`config.mk`:
```
export PLATFORM = sky130hd
export DESIGN_NAME = pc_seq
export DESIGN_NICKNAME = d
export VERILOG_FILES = /design/src/rtl/pc_seq.sv
export SDC_FILE = /design/constraint.sdc
export NUM_CORES = 1
export LEC_CHECK = 0
export BUFFER_PORTS_ARGS = -buffer_cell sky130_fd_sc_hd__buf_2
export CORE_MARGIN = 5
export CORE_UTILIZATION = 35
export CTS_BUF_LIST = sky130_fd_sc_hd__clkbuf_2
export CTS_CLUSTER_DIAMETER = 150
export DETAILED_ROUTE_END_ITERATION = 10
export PLACE_DENSITY = 0.66
export SYNTH_ARGS = -nofsm -noshare
export SYNTH_HDL_FRONTEND = slang
export SYNTH_SLANG_ARGS = --single-unit
```
`constraint.sdc`:
```
create_clock -name clk -period 4.8 [get_ports clk]
set_input_delay 0.96 -clock clk [delete_from_list [all_inputs] [get_ports clk]]
set_output_delay 0.96 -clock clk [all_outputs]
set_load 0.02 [all_outputs]
```
`src/rtl/pc_seq.sv`:
```
// pc_seq: program-counter sequencer with BOOT/RUN/STALL(/TRAP) control,
// registered branch flags and link-register write generation.
// Optional feature macro: ALIGN_TRAP_EN (misaligned next-PC traps to 0x80).
module pc_seq (
    input  logic        clk,
    input  logic        rst_n,
    input  logic        stall,
    input  logic        pcsrc1,
    input  logic        pcsrc0,
    input  logic        jspal,
    input  logic        balrzwrite,
    input  logic [15:0] imm16,
    input  logic [25:0] jtarget,
    input  logic [31:0] rtarget,
    input  logic        zin,
    input  logic        nin,
    input  logic        flagwrite,
    output logic [31:0] pc,
    output logic [31:0] pc_plus4,
    output logic        zout,
    output logic        nout,
    output logic        link_we,
    output logic [31:0] link_data,
    output logic        fetch_valid,
    output logic        trap
);

`ifdef ALIGN_TRAP_EN
    typedef enum logic [1:0] {BOOT, RUN, STALL, TRAP} state_t;
`else
    typedef enum logic [1:0] {BOOT, RUN, STALL} state_t;
`endif

    state_t      state, state_nx;
    logic [31:0] br_off;
    logic [31:0] tgt;
    logic [31:0] pc_nx;
    logic        misal;
    logic        pc_we;
    logic        flag_we;

    assign pc_plus4  = pc + 32'd4;
    assign link_data = pc_plus4;

    // next-PC mux; branch offset is a signed word count
    always_comb begin
        br_off = {{14{imm16[15]}}, imm16, 2'b00};
        tgt    = pc_plus4;
        case ({pcsrc1, pcsrc0})
            2'b00: tgt = pc_plus4;
            2'b01: tgt = pc_plus4 + br_off;
            2'b10: tgt = rtarget;
            2'b11: tgt = {pc_plus4[31:28], jtarget, 2'b00};
            default: tgt = pc_plus4;
        endcase
`ifdef ALIGN_TRAP_EN
        misal = (tgt[1:0] != 2'b00);
        pc_nx = misal ? 32'h0000_0080 : tgt;
`else
        // only rtarget can be misaligned; silently word-align it
        misal = 1'b0;
        pc_nx = tgt & ~32'h3;
`endif
    end

    // state register
    always_ff @(posedge clk or negedge rst_n) begin
        if (!rst_n) state <= BOOT;
        else        state <= state_nx;
    end

    // next state and per-state control/outputs
    always_comb begin
        state_nx    = state;
        pc_we       = 1'b0;
        flag_we     = 1'b0;
        fetch_valid = 1'b0;
        link_we     = 1'b0;
        trap        = 1'b0;
        case (state)
            BOOT: state_nx = RUN;
            RUN: begin
                if (stall) begin
                    state_nx = STALL;
                end else begin
                    fetch_valid = 1'b1;
                    pc_we       = 1'b1;
                    flag_we     = flagwrite;
                    link_we     = (jspal | balrzwrite) & ~misal;
`ifdef ALIGN_TRAP_EN
                    if (misal) state_nx = TRAP;
`endif
                end
            end
            // resuming costs one cycle: no PC update on the exit edge
            STALL: if (!stall) state_nx = RUN;
`ifdef ALIGN_TRAP_EN
            TRAP: begin
                trap = 1'b1;
                if (!stall) state_nx = RUN;
            end
`endif
            default: state_nx = BOOT;
        endcase
    end

    // program counter
    always_ff @(posedge clk or negedge rst_n) begin
        if (!rst_n)     pc <= 32'h0;
        else if (pc_we) pc <= pc_nx;
    end

    // branch flags; consumers see them one instruction later
    always_ff @(posedge clk or negedge rst_n) begin
        if (!rst_n) begin
            zout <= 1'b0;
            nout <= 1'b0;
        end else if (flag_we) begin
            zout <= zin;
            nout <= nin;
        end
    end

endmodule

```
==> flow_summary.ini, run 1 <==
[status]
outcome = complete, no violations

[clock_network]
cts_setup_buffers = 0
cts_htree_levels = 2
tritoncts = done
clkTransAtPathRegs_ps = 230
worstSkewPairLatency_ps = 450
cts_resized = 0
clock_tree.buffer_depth = 2
numCtsBuffers = 5
ctsRootBufferMaster = sky130_fd_sc_hd__clkbuf_2
cts_sinks = 34
cts_hold_buffers = 0

[die]
row_count = 41
chipHeight_um = 124
dieWidth_um = 124
floorplan.die_area_sq_um = 15400
io_pins = 185
fp.coreArea_sq_um = 12700
initial_core_util_pct = 35.9

[worst_setup_path]
setup.reg_to_reg.worst_slack_ps = 510
slowest_delay_ps = 560
crit_start = pc[4]$_DFFE_PN0P_
timing_worst_setup_path_type = reg -> reg
cp.depth = 15
start_kind = flop
ff2ff_path_depth = 15
cpLargestDelayFamily = compound AO/OA/AOI/OAI gates
critical_path.endpoint_type = flop
cp_data_required_time_ps = 5210
crit-reg2reg-launch = pc[4]$_DFFE_PN0P_
timing.critical_path.fanout_max = 7
reg2reg_to = pc[23]$_DFFE_PN0P_
crit_chain = and3_1 -> nand3_2 -> nor2_1 -> nand3_1 -> xnor2_1 -> ha_1 -> nand4_1 -> inv_1 -> and3_1 -> a21oi_1 -> a21oi_1 -> a41oi_2 -> xnor2_1 -> a2111oi_0 -> a221o_1
cp_num_buf_inv = 1
arrival_time_at_the_worst_endpoint_ps = 4700
cpMaxStageDelayCell = sky130_fd_sc_hd__a2111oi_0

[min_path]
worstHoldStart = zout$_DFFE_PN0P_
min_path_type = reg -> reg
holdPathStages = 1
worstHoldEndpoint = zout$_DFFE_PN0P_

[drt]
routed-via-count = 4622
drcViolationCount = 0
detail-route-antenna-nets = 0
drt_iter0_markers = 186
drt_pre_antenna_iters = 5
finalWirelength_um = 15000
post_drt_via_cell_ratio = 5.28
wl_per_cell_um = 17.1

[finish]
layout.cells.most_common_list = sky130_fd_sc_hd__buf_2 (175), sky130_fd_sc_hd__nand2_1 (63), sky130_fd_sc_hd__a21oi_1 (55)
layout.cells.non_filler = 876
layout.core_utilization_pct = 42.4
layout.nets = 822
layout.cells.most_common = sky130_fd_sc_hd__buf_2
synthToLayoutAreaGrowth_pct = 18.1
ratio_of_cells_with_drive_above_1_in_the_final_layout_pct = 30.9

[timing]
timing.final.hold_violations = 0
timing_worst_slew_pin_value_ps = 935
maxSlewViolCount = 0
rsz0062_at_grt = false
finalHoldWorstSlack_ps = 538
fin_tns_setup_ps = 0
period_needed_ps = 4290
slew_headroom_pct = 37.7
setup_violations = 0
fmax_mhz = 233
min_period_over_period_pct = 89.4
fin_clk_skew_ps = 41.3

[placed_design]
hpwlAfterDp_um = 11800
numPortBuffers = 175
place.detailed.instances = 867
globalplace.congestion = 0.975

[pwr]
power.switching_w = 0.00210
power.clock.fraction_pct = 4.2
cell_internal_pwr_w = 0.00154
power.share.sequential_pct = 17.3
design_power_total_w = 0.00364
switching_share_pct = 57.7
total_leakage_power_nw = 2.59
p_per_area_nw_per_um2 = 675
power_frac_comb_pct = 78.5
ir_worst_vdd_uv = 312

[synthesis]
ys_dominant_reg_cell = sky130_fd_sc_hd__dfrtp_1
async_flop_share_pct = 100
synth_top_area_cell = sky130_fd_sc_hd__dfrtp_1
synthesis.area_sq_um = 4560
synth_top_area_share_pct = 18.6
synth_edf_count = 0
netlist_instances = 569
post_synth.cell_area_avg_sq_um = 8.02
synth_area_leaders = sky130_fd_sc_hd__dfrtp_1 (19%), sky130_fd_sc_hd__ha_1 (9.6%), sky130_fd_sc_hd__buf_4 (6.1%), sky130_fd_sc_hd__a21oi_1 (6.0%), sky130_fd_sc_hd__xnor2_1 (6.0%)
yosysSeqAreaShare_pct = 18.6
synth_cell_types = 61
yosysWarnings = 0
ys_ff_latch = 34

[flow_run]
max_cap_viol_count = 0

[grt]
grt_overflow = 0
grt_pass1_wl_um = 23300
grt_max_degree = 35
grt_pass1_vias = 4439
gr-usage-all-layers_pct = 19.4
antenna_violations_before_repair = 1
state kept, by name, summed over array words and instances, names as in the netlist:
name,flops
state,2
nout,1
pc,30
zout,1
power by group through the flow:
stage	registers [W]	clock network, W	logic, W
global placement	0.000629	0	0.00285
finish	0.000629	0.000152	0.00286
detailed placement	0.000634	0	0.00285
floorplan	0.000740	0	0.00209
global route	0.000661	0.000167	0.00314
CTS	0.000627	0.000160	0.00286
area by class of cell:
| class | instances | area [sq um] |
|---|---|---|
| antenna | 1 | 2.50 |
| clock buffer | 5 | 25.0 |
| clock inverter | 3 | 11.3 |
| fill | 1379 | 7330 |
| inverter | 16 | 60.1 |
| multi-input combinational | 464 | 3300 |
| sequential | 34 | 851 |
| tap | 172 | 215 |
| timing repair buffer | 181 | 921 |
metrics by stage:
step	setup WS [ps]	area (sq um)
finish	511	5390
CTS	571	5390
detailed placement	560	5350
global route	141	5390
global placement	596	5350
floorplan	701	4590
how the worst max path moves through the flow:
stage               slack (ps)                  to
floorplan                  700  pc[24]$_DFFE_PN0P_
global placement           600  pc[29]$_DFFE_PN0P_
detailed placement         560  pc[24]$_DFFE_PN0P_
CTS                        570  pc[29]$_DFFE_PN0P_
global route               140  pc[23]$_DFFE_PN0P_
finish                     510  pc[23]$_DFFE_PN0P_
cells in the mapped netlist, types with 2 or more instances:
cell and instances:
sky130_fd_sc_hd__a211oi_1 3, sky130_fd_sc_hd__a211oi_2 2, sky130_fd_sc_hd__a21o_1 9, sky130_fd_sc_hd__a21oi_1 55
sky130_fd_sc_hd__a221o_1 2, sky130_fd_sc_hd__a221oi_1 4, sky130_fd_sc_hd__a31oi_1 6, sky130_fd_sc_hd__a32oi_1 2
sky130_fd_sc_hd__and2_1 7, sky130_fd_sc_hd__and3_1 20, sky130_fd_sc_hd__and4_1 2, sky130_fd_sc_hd__buf_1 3
sky130_fd_sc_hd__buf_2 3, sky130_fd_sc_hd__buf_4 37, sky130_fd_sc_hd__clkbuf_1 18, sky130_fd_sc_hd__dfrtp_1 34
sky130_fd_sc_hd__ha_1 35, sky130_fd_sc_hd__inv_1 14, sky130_fd_sc_hd__mux2_2 7, sky130_fd_sc_hd__mux2i_1 15
sky130_fd_sc_hd__mux4_2 12, sky130_fd_sc_hd__nand2_1 63, sky130_fd_sc_hd__nand2b_1 6, sky130_fd_sc_hd__nand3_1 17
sky130_fd_sc_hd__nand4_1 10, sky130_fd_sc_hd__nor2_1 41, sky130_fd_sc_hd__nor2b_1 5, sky130_fd_sc_hd__nor3_1 7
sky130_fd_sc_hd__nor4_1 3, sky130_fd_sc_hd__o211ai_1 4, sky130_fd_sc_hd__o21a_1 4, sky130_fd_sc_hd__o21ai_0 27
sky130_fd_sc_hd__o21ai_1 5, sky130_fd_sc_hd__o21bai_1 6, sky130_fd_sc_hd__o221ai_1 4, sky130_fd_sc_hd__or3_1 2
sky130_fd_sc_hd__xnor2_1 31, sky130_fd_sc_hd__xor2_1 21
layer usage:
metal  wire length (um)  up-vias  GRT usage, %
met5                  0        -             0
met4                171        0          4.31
met3               1040       11          2.82
met2               7140      158          32.5
met1               6650     2167          26.4
li1                   -     2286             -
kinds of logic after synthesis:
group,after synthesis,share of synthesized area [%]
AOI/OAI and AO/OA,146,20.8
muxes,34,10.9
adders and majority gates,36,10.0
other,1,0.0822
xor gates and xnor gates,52,9.98
and+or+nand+nor,189,20.1
DFF,34,18.6
buffers and inverters,77,9.46
Power figures use the tool's default switching activity.
==> run 2, diff against run 1 <==
==> constraint.sdc (replaced) <==
create_clock -name clk -period 5.31 [get_ports clk]
set_input_delay 1.062 -clock clk [delete_from_list [all_inputs] [get_ports clk]]
set_output_delay 1.062 -clock clk [all_outputs]
set_load 0.02 [all_outputs]
==> run 2 against run 1 <==
  * Register-to-register slack better by 450 ps
  * Core utilization barely moved
  * Maximum frequency decreased by 1.3%
  * Largest cell class unchanged
==> flow_summary.ini, run 2 (synthesis gave the netlist of run 1 again) <==
[status]
outcome = complete, no violations

[timing]
slew_headroom_pct = 40.8
timing_worst_slew_pin_value_ps = 887
rsz0062_at_grt = false
fin_tns_setup_ps = 0
postLayoutSetupSlackWorst_ps = 963
maxSlewViolCount = 0
fmax_mhz = 230
min_period_over_period_pct = 81.9
setup_violations = 0
timing.final.hold_violations = 0
period_needed_ps = 4350
fin_clk_skew_ps = 15.8

[pwr]
ir_worst_vdd_uv = 309
p_per_area_nw_per_um2 = 613
total_leakage_power_nw = 2.59

[flow_run]
max_cap_viol_count = 0

[die]
fp.coreArea_sq_um = 12700
io_pins = 185
initial_core_util_pct = 35.9
dieWidth_um = 124
row_count = 41
floorplan.die_area_sq_um = 15400
chipHeight_um = 124

[placed_design]
dp_slack_ps = 1060
numPortBuffers = 175
placed_area_sq_um = 5340
place.detailed.instances = 866
hpwlAfterDp_um = 11600
globalplace.congestion = 0.957

[worst_setup_path]
start_kind = flop
ff2ff_path_depth = 15
arrival_time_at_the_worst_endpoint_ps = 4660
crit-reg2reg-launch = pc[4]$_DFFE_PN0P_
timing_worst_setup_path_type = reg -> reg
critical_path.endpoint_type = flop
cp_data_required_time_ps = 5620
crit_start = pc[4]$_DFFE_PN0P_
timing.critical_path.fanout_max = 7

[finish]
sequential_cell_area_sq_um = 851
top_register = pc
multiInputGateArea_sq_um = 3300
finish.instance_area_sq_um = 5380
layout.cells.most_common = sky130_fd_sc_hd__buf_2
reg.largest.list = pc (30), state (2)
ratio_of_cells_with_drive_above_1_in_the_final_layout_pct = 31.1
layout.cells.most_common_list = sky130_fd_sc_hd__buf_2 (175), sky130_fd_sc_hd__nand2_1 (63), sky130_fd_sc_hd__a21oi_1 (55)
layout.nets = 821
layout.core_utilization_pct = 42.3
synthToLayoutAreaGrowth_pct = 18.0
layout.cells.non_filler = 875
fillCellCount = 1359
number_of_flip_flops_under_the_largest_register_name = 30

[min_path]
worstHoldStart = zout$_DFFE_PN0P_
min_path_type = reg -> reg
holdPathStages = 1

[clock_network]
numCtsBuffers = 5
cts_hold_buffers = 0
cts_setup_buffers = 0
ctsRootBufferMaster = sky130_fd_sc_hd__clkbuf_2
cts_resized = 0
cts_htree_levels = 2
clock_tree.buffer_depth = 2
tritoncts = done
worstSkewPairLatency_ps = 430
clkTransAtPathRegs_ps = 220
cts_sinks = 34

[drt]
drcViolationCount = 0
post_drt_via_cell_ratio = 5.33
finalWirelength_um = 15000
drt_pre_antenna_iters = 5
routed-via-count = 4661
detail-route-antenna-nets = 0
wl_per_cell_um = 17.1
drt_iter0_markers = 225

[grt]
grt_pass1_vias = 4412
grt_pass1_wl_um = 22900
antenna_violations_before_repair = 3
grt_max_degree = 39
gr-usage-all-layers_pct = 19.0
grt_overflow = 0
==> run 2: final timing paths <==
path,endpoint,slack [ps]
min reg2reg,zout$_DFFE_PN0P_,550
max,pc[29]$_DFFE_PN0P_,960
max reg2reg,pc[29]$_DFFE_PN0P_,960
min in group asynchronous,pc[28]$_DFFE_PN0P_,720
min,zout$_DFFE_PN0P_,550
max in group asynchronous,pc[14]$_DFFE_PN0P_,4030
==> run 2: worst max-delay path, cell delays in order, from the launching register on <==
cell and delay [ps]:
sky130_fd_sc_hd__dfrtp_1 520, sky130_fd_sc_hd__and3_1 330, sky130_fd_sc_hd__nand3_2 210, sky130_fd_sc_hd__nor2_1 400, sky130_fd_sc_hd__nand3_1 150, sky130_fd_sc_hd__xnor2_1 350
sky130_fd_sc_hd__ha_1 340, sky130_fd_sc_hd__nand4_1 90, sky130_fd_sc_hd__inv_1 50, sky130_fd_sc_hd__and3_1 170, sky130_fd_sc_hd__a21oi_1 320, sky130_fd_sc_hd__a21o_1 200
sky130_fd_sc_hd__o21ai_1 120, sky130_fd_sc_hd__a221oi_1 560, sky130_fd_sc_hd__mux2i_1 290, sky130_fd_sc_hd__o221ai_1 150
==> run 2: per-stage QoR <==
step	hold slack, ps	power, W
3_5_place_dp	499	0.00315
2_1_floorplan	490	0.00255
3_3_place_gp	497	0.00314
4_1_cts	550	0.00331
6_report	547	0.00330
5_1_grt	565	0.00357
==> run 2: cell type report <==
cell class / count / area share [%]
antenna: 1 / 0.0465
clock buffer: 6 / 0.558
clock inverter: 2 / 0.163
inverter: 16 / 1.12
multi-input combinational: 464 / 61.4
sequential: 34 / 15.8
tap: 172 / 4.00
timing repair buffer: 180 / 17.0
==> run 2: where the power goes <==
group / internal, W / switching [W] / leakage, nW
clock: 0.0000323 / 0.000110 / 0.0304
combinational: 0.000984 / 0.00161 / 2.16
sequential: 0.000381 / 0.000187 / 0.399
total: 0.00140 / 0.00190 / 2.59
==> run 2: per-layer routing <==
metal  track usage [%]  part of all wire [%]
met1              25.3                    43
met2              31.1                    47
met3              3.27                   7.3
met4              6.09                   2.2
met5                 0                  0.14
==> run 3, diff against run 2 <==
--- a/config.mk
+++ b/config.mk
@@ -5,13 +5,14 @@
 export SDC_FILE = /design/constraint.sdc
 export NUM_CORES = 1
 export LEC_CHECK = 0
+export ABC_AREA = 1
 export BUFFER_PORTS_ARGS = -buffer_cell sky130_fd_sc_hd__buf_2
 export CORE_MARGIN = 5
 export CORE_UTILIZATION = 35
 export CTS_BUF_LIST = sky130_fd_sc_hd__clkbuf_2
 export CTS_CLUSTER_DIAMETER = 150
 export DETAILED_ROUTE_END_ITERATION = 10
-export PLACE_DENSITY = 0.66
+export PLACE_DENSITY = 0.67
 export SYNTH_ARGS = -nofsm -noshare
 export SYNTH_HDL_FRONTEND = slang
 export SYNTH_SLANG_ARGS = --single-unit
==> constraint.sdc (replaced) <==
create_clock -name clk -period 3.8 [get_ports clk]
set_input_delay 0.76 -clock clk [delete_from_list [all_inputs] [get_ports clk]]
set_output_delay 0.76 -clock clk [all_outputs]
set_load 0.02 [all_outputs]
==> run 3 against run 2 <==
  * Register-to-register slack got worse by 610 ps
  * Hold slack got worse by 160 ps
  * Global-route usage increased by 4.0 points
  * Core utilization decreased by 0.47 points
  * Via count increased by 33%
  * Highest routed layer unchanged
  * Synthesized cell count increased by 57%
  * Combinational power increased by 41%
  * Critical path depth increased by 7
  * Non-clock buffer count increased by 7
  * Critical path type unchanged
  * Clock-buffer cell count unchanged
  * Clock power increased by 29%
  * Sequential power increased by 39%
==> flow_summary.ini, run 3 <==
[clock_network]
worstSkewPairLatency_ps = 430
numCtsBuffers = 5
cts_hold_buffers = 0
clock_tree.buffer_depth = 2
ctsRootBufferMaster = sky130_fd_sc_hd__clkbuf_2
cts_htree_levels = 2
cts_sinks = 34
cts_setup_buffers = 0
clkTransAtPathRegs_ps = 200
tritoncts = done
cts_resized = 0

[synthesis]
yosysWarnings = 0
yosys.area_share.simple_pct = 40.2
yosysSeqAreaShare_pct = 16.5
largest_family_of_logic_cells_by_synthesized_area = simple AND/OR/NAND/NOR gates
synth_mux_area_share_pct = 0.438
synth-xor-area-share_pct = 4.06
synth_top_area_cell = sky130_fd_sc_hd__nand2_1
synth-compound-area-share_pct = 14.3
ys_ff_latch = 34
post_synthesis_adder_cell_area_fraction_pct = 8.90
synthTopCellsByCount = sky130_fd_sc_hd__nand2_1 (295), sky130_fd_sc_hd__inv_1 (119), sky130_fd_sc_hd__nor2_1 (84)
post_synth.cell_area_avg_sq_um = 5.77
async_flop_share_pct = 100
ys_dominant_reg_cell = sky130_fd_sc_hd__dfrtp_1
synthesis.area_sq_um = 5140
synth_area_leaders = sky130_fd_sc_hd__nand2_1 (22%), sky130_fd_sc_hd__dfrtp_1 (17%), sky130_fd_sc_hd__inv_1 (8.7%), sky130_fd_sc_hd__ha_1 (8.5%), sky130_fd_sc_hd__a21oi_1 (6.2%)
synth_cell_types = 41
synth_top_area_share_pct = 21.5
netlist_instances = 891
most_common_cell_in_the_netlist = sky130_fd_sc_hd__nand2_1
synth_edf_count = 0

[die]
floorplan.die_area_sq_um = 17200
row_count = 44
fp.coreArea_sq_um = 14500
dieWidth_um = 131
io_pins = 185
chipHeight_um = 131
initial_core_util_pct = 35.5

[worst_setup_path]
crit_chain = ha_1 -> nand2_1 -> nor2_2 -> nand2_2 -> nor2_4 -> nand2_1 -> nor2_1 -> nand2_1 -> xor2_1 -> inv_1 -> ha_1 -> nand2_1 -> nor2_1 -> nand2_1 -> nor2_1 -> nand2_1 -> nand3_1 -> nand2_1 -> nand3_1 -> nand2_1 -> nand2_1 -> nand2_1
timing.critical_path.fanout_max = 5
cpLargestDelayFamily = simple AND/OR/NAND/NOR gates
arrival_time_at_the_worst_endpoint_ps = 3790
cp_num_buf_inv = 1
timing_worst_setup_path_type = reg -> reg
cp_data_required_time_ps = 4140
ff2ff_path_depth = 22
cp.depth = 22
cpMaxStageDelayCell = sky130_fd_sc_hd__dfrtp_1
start_kind = flop
crit-reg2reg-launch = pc[3]$_DFFE_PN0P_
critical_path.endpoint_type = flop
crit_start = pc[3]$_DFFE_PN0P_
worst_path_most_repeated_cell = sky130_fd_sc_hd__nand2_1
slowest_delay_ps = 480

[grt]
gr-usage-all-layers_pct = 23.0
grtUsageMet3_pct = 6.92
global_route.peak_usage_layer = met2
grt_max_degree = 50
grt_util_met1_pct = 29.6
grt_pass1_vias = 5940
met2_usage_pct = 37.4
grt_overflow = 0
antenna_violations_before_repair = 5
grt_pass1_wl_um = 31800

[timing]
fin_clk_skew_ps = 13.0
timing_worst_slew_pin_value_ps = 820
slew_headroom_pct = 45.3
setup_violations = 0
timing.final.hold_violations = 0
rsz0062_at_grt = false
period_needed_ps = 3450
fin_tns_setup_ps = 0
maxSlewViolCount = 0
min_period_over_period_pct = 90.7
fmax_mhz = 290

[pwr]
total_leakage_power_nw = 3.59
p_per_area_nw_per_um2 = 762
ir_worst_vdd_uv = 540

[finish]
number_of_flip_flops_under_the_largest_register_name = 30
reg.largest.list = pc (30), state (2)
layout.cells.most_common_list = sky130_fd_sc_hd__nand2_1 (295), sky130_fd_sc_hd__buf_2 (175), sky130_fd_sc_hd__inv_1 (119)
layout.cells.most_common = sky130_fd_sc_hd__nand2_1
top_register = pc
layout.nets = 1158
diodes = 0
fillCellCount = 1644
synthToLayoutAreaGrowth_pct = 17.8
ratio_of_cells_with_drive_above_1_in_the_final_layout_pct = 21.1
layout.cells.non_filler = 1223
multiInputGateArea_sq_um = 3520
sequential_cell_area_sq_um = 851

[placed_design]
globalplace.congestion = 0.953
numPortBuffers = 175
place.detailed.instances = 1215
hpwlAfterDp_um = 17000

[drt]
post_drt_via_cell_ratio = 5.06
drt_pre_antenna_iters = 5
drcViolationCount = 0
routed-via-count = 6186
detail-route-antenna-nets = 0
wl_per_cell_um = 16.9
drt_iter0_markers = 582
finalWirelength_um = 20600

[flow_run]
max_cap_viol_count = 0

[status]
outcome = complete, no violations

[min_path]
min_path_type = in -> async
run 3: cell count changes after synthesis, sizes merged, moves of 12 or more:
| cell | change |
|---|---|
| o21ai | +16 |
| inv | +105 |
| mux2i | -15 |
| xnor2 | -24 |
| and3 | -20 |
| nand3 | +39 |
| mux4 | -12 |
| nor2 | +53 |
| nand2 | +237 |
run 3: worst reg2reg max path, stage by stage (launching register included):
cell and delay [ps]:
sky130_fd_sc_hd__dfrtp_1 480, sky130_fd_sc_hd__ha_1 210, sky130_fd_sc_hd__nand2_1 70, sky130_fd_sc_hd__nor2_2 190, sky130_fd_sc_hd__nand2_2 110, sky130_fd_sc_hd__nor2_4 130, sky130_fd_sc_hd__nand2_1 90, sky130_fd_sc_hd__nor2_1 140
sky130_fd_sc_hd__nand2_1 100, sky130_fd_sc_hd__xor2_1 260, sky130_fd_sc_hd__inv_1 140, sky130_fd_sc_hd__ha_1 370, sky130_fd_sc_hd__nand2_1 110, sky130_fd_sc_hd__nor2_1 240, sky130_fd_sc_hd__nand2_1 80, sky130_fd_sc_hd__nor2_1 110
sky130_fd_sc_hd__nand2_1 70, sky130_fd_sc_hd__nand3_1 90, sky130_fd_sc_hd__nand2_1 50, sky130_fd_sc_hd__nand3_1 120, sky130_fd_sc_hd__nand2_1 70, sky130_fd_sc_hd__nand2_1 60, sky130_fd_sc_hd__nand2_1 50
run 3: kinds of logic after synthesis:
group	after synthesis
buf+inv	174
xor+xnor	23
fa+ha+maj	36
mux	2
simple gates	486
compound gates	135
other cells	1
flops	34
run 3: final cells by class:
| cell class | count | share of cell area (%) |
|---|---|---|
| multi-input combinational | 689 | 58.1 |
| timing repair buffer | 187 | 15.9 |
| sequential | 34 | 14.0 |
| inverter | 121 | 7.50 |
| tap | 184 | 3.80 |
| clock buffer | 6 | 0.496 |
| clock inverter | 2 | 0.145 |
run 3: worst paths after layout:
check,end,slack [ps]
max in group asynchronous,pc[18]$_DFFE_PN0P_,2880
max,pc[27]$_DFFE_PN0P_,350
max reg2reg,pc[27]$_DFFE_PN0P_,350
min,pc[7]$_DFFE_PN0P_,390
min reg2reg,state[1]$_DFFE_PN0P_,490
min in group clk,state[1]$_DFFE_PN0P_,490
run 3: per-layer routing:
metal  routed length [um]  up-vias
li1                     -     3100
met1                 8870     2719
met2                 9070      309
met3                 2080       48
met4                  525       10
met5                   60        -
run 3: report_power, final:
group	total, W	switching, W	internal (W)	leakage, nW
Combinational	0.00364	0.00249	0.00115	3.14
Sequential	0.000792	0.000266	0.000526	0.423
Clock	0.000184	0.000138	0.0000451	0.0304
Total	0.00462	0.00289	0.00172	3.59
run 3: metrics by stage:
| stage | worst slack, ps | total power, W | utilization [%] | hold WS, ps | cell area [sq um] |
|---|---|---|---|---|---|
| 6_report | 353 | 0.00462 | 41.9 | 388 | 6060 |
| 2_1_floorplan | 699 | 0.00338 | - | 442 | 5170 |
| 3_5_place_dp | 447 | 0.00440 | 41.6 | 466 | 6020 |
| 4_1_cts | 414 | 0.00460 | 41.9 | 396 | 6060 |
| 5_1_grt | 47.0 | 0.00505 | 41.9 | 426 | 6060 |
| 3_3_place_gp | 453 | 0.00438 | 41.6 | 449 | 6020 |
